$ cat config.mk
export PLATFORM = sky130hd
export DESIGN_NAME = in_port_handshake
export DESIGN_NICKNAME = d
export VERILOG_FILES = /design/src/rtl/in_port_pkg.sv /design/src/rtl/button_debounce.sv /design/src/rtl/in_port_handshake.sv
export SDC_FILE = /design/constraint.sdc
export NUM_CORES = 1
export LEC_CHECK = 0
export CAP_MARGIN = 20
export CORE_UTILIZATION = 49
export CTS_BUF_LIST = sky130_fd_sc_hd__clkbuf_16
export DETAILED_ROUTE_END_ITERATION = 6
export GPL_TIMING_DRIVEN = 0
export PLACE_DENSITY_LB_ADDON = 0.1
export SLEW_MARGIN = 25
export SYNTH_ARGS = -nofsm -noshare
export SYNTH_HDL_FRONTEND = slang
export SYNTH_SLANG_ARGS = --single-unit
$ cat constraint.sdc
create_clock -name clock -period 4.1 [get_ports clock]
set_input_delay 0.82 -clock clock [delete_from_list [all_inputs] [get_ports clock]]
set_output_delay 0.82 -clock clock [all_outputs]
set_load 0.01 [all_outputs]
$ cat src/rtl/in_port_pkg.sv
// rtl/in_port_pkg.sv - shared types and helpers for the In port handshake
package in_port_pkg;

    typedef enum logic [2:0] {
        IDLE,
        WAIT_RELEASED,
        WAIT_PRESS,
        WAIT_RELEASE,
        DONE
    } in_state_t;

    localparam int DB_CYCLES_DEFAULT = 50000;
    localparam int DB_W              = $clog2(DB_CYCLES_DEFAULT + 1);

    // Widen the 16-bit switch bank to a register-file word.
    function automatic logic [31:0] extend(input logic [15:0] value, input logic sign_ext);
        return {{16{sign_ext & value[15]}}, value};
    endfunction

endpackage

$ cat src/rtl/button_debounce.sv
// rtl/button_debounce.sv - button synchroniser, polarity normalisation and debouncer
module button_debounce #(
    parameter logic [15:0] DB_CYCLES      = 16'd50000,
    parameter bit          BTN_ACTIVE_LOW = 1'b1
) (
    input  logic clock,
    input  logic Reset,
    input  logic raw,
    output logic level
);

    localparam int              CNT_W = $clog2(int'(DB_CYCLES) + 1);
    localparam logic [CNT_W-1:0] LAST = CNT_W'(DB_CYCLES - 16'd1);
    localparam logic             REL  = BTN_ACTIVE_LOW;

    logic             sync_1;
    logic             sync_2;
    logic             btn_raw;
    logic [CNT_W-1:0] cnt;

    always_ff @(posedge clock or posedge Reset) begin
        if (Reset) begin
            sync_1 <= REL;
            sync_2 <= REL;
        end else begin
            sync_1 <= raw;
            sync_2 <= sync_1;
        end
    end

    assign btn_raw = sync_2 ^ REL;

    // The level flips on the DB_CYCLES-th consecutive disagreeing sample.
    always_ff @(posedge clock or posedge Reset) begin
        if (Reset) begin
            cnt   <= '0;
            level <= 1'b0;
        end else if (btn_raw == level) begin
            cnt <= '0;
        end else if (cnt >= LAST) begin
            cnt   <= '0;
            level <= btn_raw;
        end else begin
            cnt <= cnt + 1'b1;
        end
    end

endmodule

$ cat src/rtl/in_port_handshake.sv
// rtl/in_port_handshake.sv - In instruction handshake: stall, press/release capture, write strobe
module in_port_handshake
    import in_port_pkg::*;
#(
    parameter logic [15:0] DB_CYCLES      = 16'd50000,
    parameter bit          BTN_ACTIVE_LOW = 1'b1,
    parameter bit          SIGN_EXT       = 1'b1
) (
    input  logic        clock,
    input  logic        Reset,
    input  logic        flag_In,
    input  logic [15:0] switches,
    input  logic        enterButton,
    output logic [31:0] data_In,
    output logic        data_Valid,
    output logic        stall_Out,
    output logic        waiting
);

    in_state_t state;
    in_state_t next_state;
    logic      btn_db;

    button_debounce #(
        .DB_CYCLES      (DB_CYCLES),
        .BTN_ACTIVE_LOW (BTN_ACTIVE_LOW)
    ) u_debounce (
        .clock (clock),
        .Reset (Reset),
        .raw   (enterButton),
        .level (btn_db)
    );

    // A button already held when the request arrives must be released first.
    always_comb begin
        next_state = state;
        case (state)
            IDLE:          if (flag_In) next_state = btn_db ? WAIT_RELEASED : WAIT_PRESS;
            WAIT_RELEASED: if (!btn_db) next_state = WAIT_PRESS;
            WAIT_PRESS:    if (btn_db)  next_state = WAIT_RELEASE;
            WAIT_RELEASE:  if (!btn_db) next_state = DONE;
            DONE:          next_state = IDLE;
            default:       next_state = IDLE;
        endcase
    end

    always_comb begin
        stall_Out  = 1'b0;
        data_Valid = 1'b0;
        case (state)
            IDLE:                                   stall_Out  = flag_In;
            WAIT_RELEASED, WAIT_PRESS, WAIT_RELEASE: stall_Out  = 1'b1;
            DONE:                                   data_Valid = 1'b1;
            default:                                stall_Out  = 1'b0;
        endcase
    end

    always_ff @(posedge clock or posedge Reset) begin
        if (Reset) begin
            state   <= IDLE;
            waiting <= 1'b0;
            data_In <= '0;
        end else begin
            state   <= next_state;
            waiting <= (next_state != IDLE) && (next_state != DONE);
            // WAIT_PRESS is only entered with btn_db low, so a high level here is the press edge.
            if (state == WAIT_PRESS && btn_db) begin
                data_In <= extend(switches, SIGN_EXT);
            end
        end
    end

endmodule

==> results of run 1 <==
==> power groups by stage <==
| stage | registers (mW) | clock network, mW | logic (mW) |
|---|---|---|---|
| 2_1_floorplan | 0.398 | 0 | 0.0129 |
| 3_3_place_gp | 0.399 | 0 | 0.0335 |
| 3_5_place_dp | 0.399 | 0 | 0.0346 |
| 4_1_cts | 0.392 | 0.432 | 0.0349 |
| 5_1_grt | 0.393 | 0.449 | 0.0378 |
| 6_report | 0.392 | 0.428 | 0.0340 |
==> logic make-up after synthesis <==
logic type | count (synthesis) | share of synthesized area, %
AOI/OAI and AO/OA | 8 | 3.38
xor gates and xnor gates | 14 | 6.91
adders and majority gates | 1 | 0.705
buffers and inverters | 25 | 9.16
DFF | 39 | 55.1
muxes | 17 | 10.7
and+or+nand+nor | 46 | 14.0
==> layout by cell type, fill, tap and decap left out, drive strengths merged, types with 5 or more instances in the layout <==
cell type,count
clkbuf,5
buf,18
nor2,18
mux2,16
dfrtp,37
nor4,5
inv,7
xnor2,12
clkdlybuf4s50,54
nor3,6
==> cell type report <==
type,count,area share (%)
well taps,46,2.27
repair buffers,54,21.3
plain buffers,18,5.37
multi-input cells,86,25.0
inverters,7,1.04
clock inverters,3,1.53
flip-flops and latches,39,38.6
clock buffers,5,4.93
==> through the flow <==
| stage | util (%) | hold WS, ps | instance area, um^2 | power [mW] |
|---|---|---|---|---|
| after global placement | 69.5 | 346 | 2370 | 0.432 |
| after floorplan | - | 345 | 1780 | 0.411 |
| after CTS | 74.3 | 356 | 2540 | 0.859 |
| final | 74.3 | 355 | 2540 | 0.855 |
| after detailed placement | 69.5 | 349 | 2370 | 0.433 |
| after global routing | 74.3 | 363 | 2540 | 0.880 |
==> routing by layer <==
metal	wire length (um)	track usage, %
met4	25	4.36
met1	1540	24.1
met3	255	7.17
met2	1660	33.7
met5	0	0
==> registers in the layout (all words and copies together), names as in the netlist <==
name / flops
waiting: 1
u_debounce.sync_2: 1
state: 3
u_debounce.cnt: 16
data_In: 16
u_debounce.level: 1
u_debounce.sync_1: 1
==> worst reg2reg max path, cell delays in order (launching register included) <==
cell and delay, ps:
dfrtp_1 410, ha_1 240, nand3_1 250, a211oi_1 150, a311o_2 450, buf_6 170, nor2_1 110
==> worst min path at each step <==
stage / end / cells past startpoint / startpoint / slack, ps
6_report: u_debounce.sync_2 / 0 / u_debounce.sync_1 / 350
5_1_grt: u_debounce.sync_2 / 0 / u_debounce.sync_1 / 360
4_1_cts: u_debounce.sync_2 / 0 / u_debounce.sync_1 / 360
3_5_place_dp: u_debounce.sync_2 / 0 / u_debounce.sync_1 / 350
3_3_place_gp: u_debounce.sync_2 / 0 / u_debounce.sync_1 / 350
2_1_floorplan: u_debounce.sync_2 / 0 / u_debounce.sync_1 / 350
==> results.ini, run 1 <==
[sta]
worst_pin_slew_ps=773
grt_setup_unrepaired=false
skew_ps=4.04
setup_tns_ps=0
maxSlewViolCount=0
fmax_ghz=0.349
period_needed_ps=2860
slew_headroom_pct=48.4
hold_viol=0
final-setup-viol-count=0
period_share_pct=69.8
fin_ws_ps=1240

[critical_path]
path_class=primary input to output pin
crit_family=buffers and inverters
slowest_stage=clkdlybuf4s50_1
crit_fanout=3
rr_startpoint=u_debounce.cnt[0]
startpoint=flag_In
cp_num_buf_inv=2
start_kind=primary input
cp-end-kind=output pin
reg2reg_depth=6
path_depth=4
critPathArrivalTime_ps=2040
r2r_slack_ps=2270
required_ps=3280
r2r_end=u_debounce.cnt[13]
crit_path_end=stall_Out
cp_common_cell=clkdlybuf4s50_1
max_stage_delay_ps=480
crit_chain=clkdlybuf4s50_1 > nor3_1 > nor2_1 > clkdlybuf4s50_1

[synth]
synth.cells.most_frequent=dfrtp_1, nor2_1, buf_4, mux2_2, xnor2_1
ys.flop_type=dfrtp_1
synth_edf_count=0
ys_types=32
synth-async-reset-ratio_pct=100
yosysTopAreaCellShare_pct=52.1
synthTopCellsByArea=dfrtp_1, mux2_2, buf_4, xnor2_1, nor2_1
syn_nets=171
ys_seq_area_share_pct=55.1
synth_top_cell_by_area=dfrtp_1
synth-seq-cells=39
synth_area_mm2=0.00178
synthesis.instances=150
synth-warning-count=0
yosysMostFrequentCell=dfrtp_1
syn_area_per_cell_um2=11.8

[floorplanning]
io_pins=55
dieWidth_um=62.2
rows=21
die_height_um=62.2
die-area_mm2=0.00387
initial_core_util_pct=52.0
core_mm2=0.00342

[run]
drv_cap=0

[finish]
instances_no_fill=258
multi_input_area_um2=634
fillers=248
n_antenna_cell=0
drive_gt1_share_pct=22.6
synthToLayoutAreaGrowth_pct=42.9
nets=232
final-seq-area_um2=978

[grt]
grt_pass1_vias=1273
grt-ovfl-total=0
grt_pass1_wl_mm=5.92
antenna_found_initial=0
globalRouteTotalUtil_pct=19.8
grt_max_degree=40

[clock_network]
htree_levels=2
cts_made_buffers=5
cts_resized=0
path_clk_slew_ps=50
cts_root_buffer=clkbuf_16
clock_latency_ps=280
clk_path_buf_depth=2
cts_num_sinks=39
cts_setup_buffers=0
postCtsHoldBufs=0
cts_tree=yes

[drt]
wl_mm=3.48
dr.pass1.iters=4
via_per_inst=4.86
num_vias=1254
wl_per_cell_um=13.5
postRouteAntennaNets=0
drt_iter0_drc=46
drcViolationCount=0

[power_and_ir_drop]
comb_power_share_pct=4.0
vdd_drop_max_mv=0.408
powerDensity_mw_per_mm2=337
intPower_uw=692
p_seq_share_pct=45.9
p_clk_share_pct=50.1
leakage_nw=1.11
power.net_switching_uw=162
p_sw_share_pct=19.0

[placement]
gp_congestion=0.832
place_ws_ps=1260
dp_hpwl_mm=2.48
io_buffer_count=54
placedCellCount=250

[run_status]
status=completed

[hold_path]
hold_class=flop to flop

Power figures use the tool's default switching activity.
==> run 2, diff against run 1 <==
Settings changed: CORE_UTILIZATION 49 to 46.
Clock period 4.1 ns to 2.68 ns, I/O delays scaled along.
==> results.ini, run 2 (same netlist as run 1, synthesis figures left out) <==
[finish]
nets=232  ; unchanged
instances_no_fill=260  ; was 258
fin_util_pct=68.2  ; was 74.3%
fillers=279  ; was 248
drive_gt1_share_pct=22.2  ; was 22.6%
n_antenna_cell=0  ; unchanged
multi_input_area_um2=634  ; unchanged
synthToLayoutAreaGrowth_pct=41.8  ; was 42.9%
most-common-layout-cells=clkdlybuf4s50_1, dfrtp_1, nor2_1  ; unchanged
final_common_cell=clkdlybuf4s50_1  ; unchanged
reg_top3=data_In: 16 flops, u_debounce.cnt: 16 flops, state: 3 flops  ; unchanged
final-seq-area_um2=978  ; unchanged

[drt]
num_vias=1278  ; was 1,254
wl_mm=3.38  ; was 3.48 mm
via_per_inst=4.92  ; was 4.86
drt_iter0_drc=33  ; was 46
wl_per_cell_um=13.0  ; was 13.5 um
postRouteAntennaNets=0  ; unchanged
drcViolationCount=0  ; unchanged
dr.pass1.iters=4  ; unchanged

[floorplanning]
die_height_um=64.1  ; was 62.2 um
io_pins=55  ; unchanged
initial_core_util_pct=48.1  ; was 52.0%
core_mm2=0.00369  ; was 0.00342 mm^2
die-area_mm2=0.00411  ; was 0.00387 mm^2
dieWidth_um=64.1  ; was 62.2 um
rows=22  ; was 21

[grt]
grt_max_degree=40  ; unchanged
globalRouteTotalUtil_pct=18.1  ; was 19.8%
globalRouteMet1Util_pct=22.5  ; was 24.1%
grtUsageMet3_pct=6.07  ; was 7.17%
grt-ovfl-total=0  ; unchanged
grt_pass1_wl_mm=5.55  ; was 5.92 mm
busiest_layer=met2  ; unchanged
antenna_found_initial=0  ; unchanged
use_met2_pct=28.5  ; was 33.7%
grt_pass1_vias=1166  ; was 1,273

[clock_network]
cts_made_buffers=5  ; unchanged
cts_resized=0  ; unchanged
clock_latency_ps=280  ; about the same
cts_tree=yes  ; unchanged
path_clk_slew_ps=50  ; about the same
postCtsHoldBufs=0  ; unchanged
clk_path_buf_depth=2  ; unchanged
htree_levels=2  ; unchanged
cts_setup_buffers=0  ; unchanged
cts_root_buffer=clkbuf_16  ; unchanged
cts_num_sinks=39  ; unchanged

[critical_path]
critPathArrivalTime_ps=1750  ; was 2040 ps
start_kind=primary input  ; unchanged
cp-end-kind=output pin  ; unchanged
crit_fanout=3  ; unchanged
slowest_stage=clkdlybuf4s50_1  ; unchanged
max_stage_delay_ps=480  ; about the same
crit_family=buffers and inverters  ; unchanged
crit_chain=clkdlybuf4s50_1 > nor3_1 > nor2_1 > clkdlybuf4s50_1  ; unchanged
required_ps=2140  ; was 3280 ps
cp_num_buf_inv=2  ; unchanged
cp_common_cell=clkdlybuf4s50_1  ; unchanged
path_class=primary input to output pin  ; unchanged

[sta]
period_needed_ps=2290
worst_pin_slew_ps=767  ; was 773 ps
skew_ps=5.25  ; was 4.04 ps
hold_viol=0  ; unchanged
final-setup-viol-count=0  ; unchanged
fmax_ghz=0.437
slew_headroom_pct=48.8  ; was 48.4%
setup_tns_ps=0  ; unchanged
grt_setup_unrepaired=false  ; unchanged
period_share_pct=85.5
maxSlewViolCount=0  ; unchanged

[run_status]
status=completed  ; unchanged

[run]
drv_cap=0  ; unchanged

[hold_path]
hold_class=flop to flop  ; unchanged

[power_and_ir_drop]
powerDensity_mw_per_mm2=478  ; was 337 mW/mm^2
vdd_drop_max_mv=0.422  ; was 0.408 mV
leakage_nw=1.11  ; about the same

[placement]
placedCellCount=252  ; was 250
io_buffer_count=54  ; unchanged
gp_congestion=0.850  ; was 0.832
dp_hpwl_mm=2.43  ; was 2.48 mm

-- run 2: cell count changes in the layout (fill, tap and decap cells not counted), sizes merged --
cell / delta
inv: +1
bufinv: -1
-- run 2: per-stage QoR --
step | instance area, um^2 | setup slack (ps) | hold WS, ps | total power, mW
floorplan | 1780 | 1010 | 345 | 0.629
global placement | 2380 | 420 | 347 | 0.661
detailed placement | 2380 | 400 | 349 | 0.663
CTS | 2520 | 390 | 357 | 1.22
global route | 2520 | 293 | 364 | 1.25
finish | 2520 | 389 | 355 | 1.20
-- run 2: power breakdown --
part,switching [mW],internal [mW]
Clock,0.213,0.339
Combinational,0.0220,0.0301
Sequential,0.00402,0.596
Total,0.239,0.965
-- run 2: metal layers --
layer,vias to the layer above,part of all wire [%]
li1,616,-
met1,605,45
met2,52,45
met3,5,8.4
met4,0,1.8
met5,-,0
-- run 2: layout make-up --
class / count / share of cell area (%)
buffer: 18 / 5.42
clock buffer: 5 / 4.97
clock inverter: 3 / 0.646
inverter: 7 / 1.04
multi-input combinational: 86 / 25.2
sequential: 39 / 38.9
tap: 48 / 2.39
timing repair buffer: 54 / 21.5
-- run 2: final timing paths --
check | slack [ps] | to | from | cells past startpoint
max | 390 | stall_Out | flag_In | 4
min | 360 | u_debounce.sync_2 | u_debounce.sync_1 | 0
max reg2reg | 840 | u_debounce.cnt[8] | u_debounce.cnt[0] | 6
min reg2reg | 360 | u_debounce.sync_2 | u_debounce.sync_1 | 0
max in group asynchronous | 1460 | waiting | Reset | 2
min in group asynchronous | 730 | data_In[3] | Reset | 2
-- run 2: worst register-to-register path, delay by kind of cell (launching register included) --
kind,cells,cell delay (ps)
buf+inv,1,170
flops,1,400
simple gates,2,370
fa+ha+maj,1,230
compound gates,2,600
==> run 3, diff against run 2 <==
Settings changed: CORE_UTILIZATION 46 to 49.
Clock period 2.68 ns to 2.95 ns, I/O delays scaled along.
==> results of run 3 <==
The final DEF is identical to that of run 1. Status: completed.
Main changes from that run: setup slack after placement 1260 ps -> 567 ps; setup slack after layout 1240 ps -> 546 ps; register-to-register setup slack 2270 ps -> 1120 ps; total power 0.855 mW -> 1.19 mW; worst IR drop on VDD 0.408 mV -> 0.568 mV
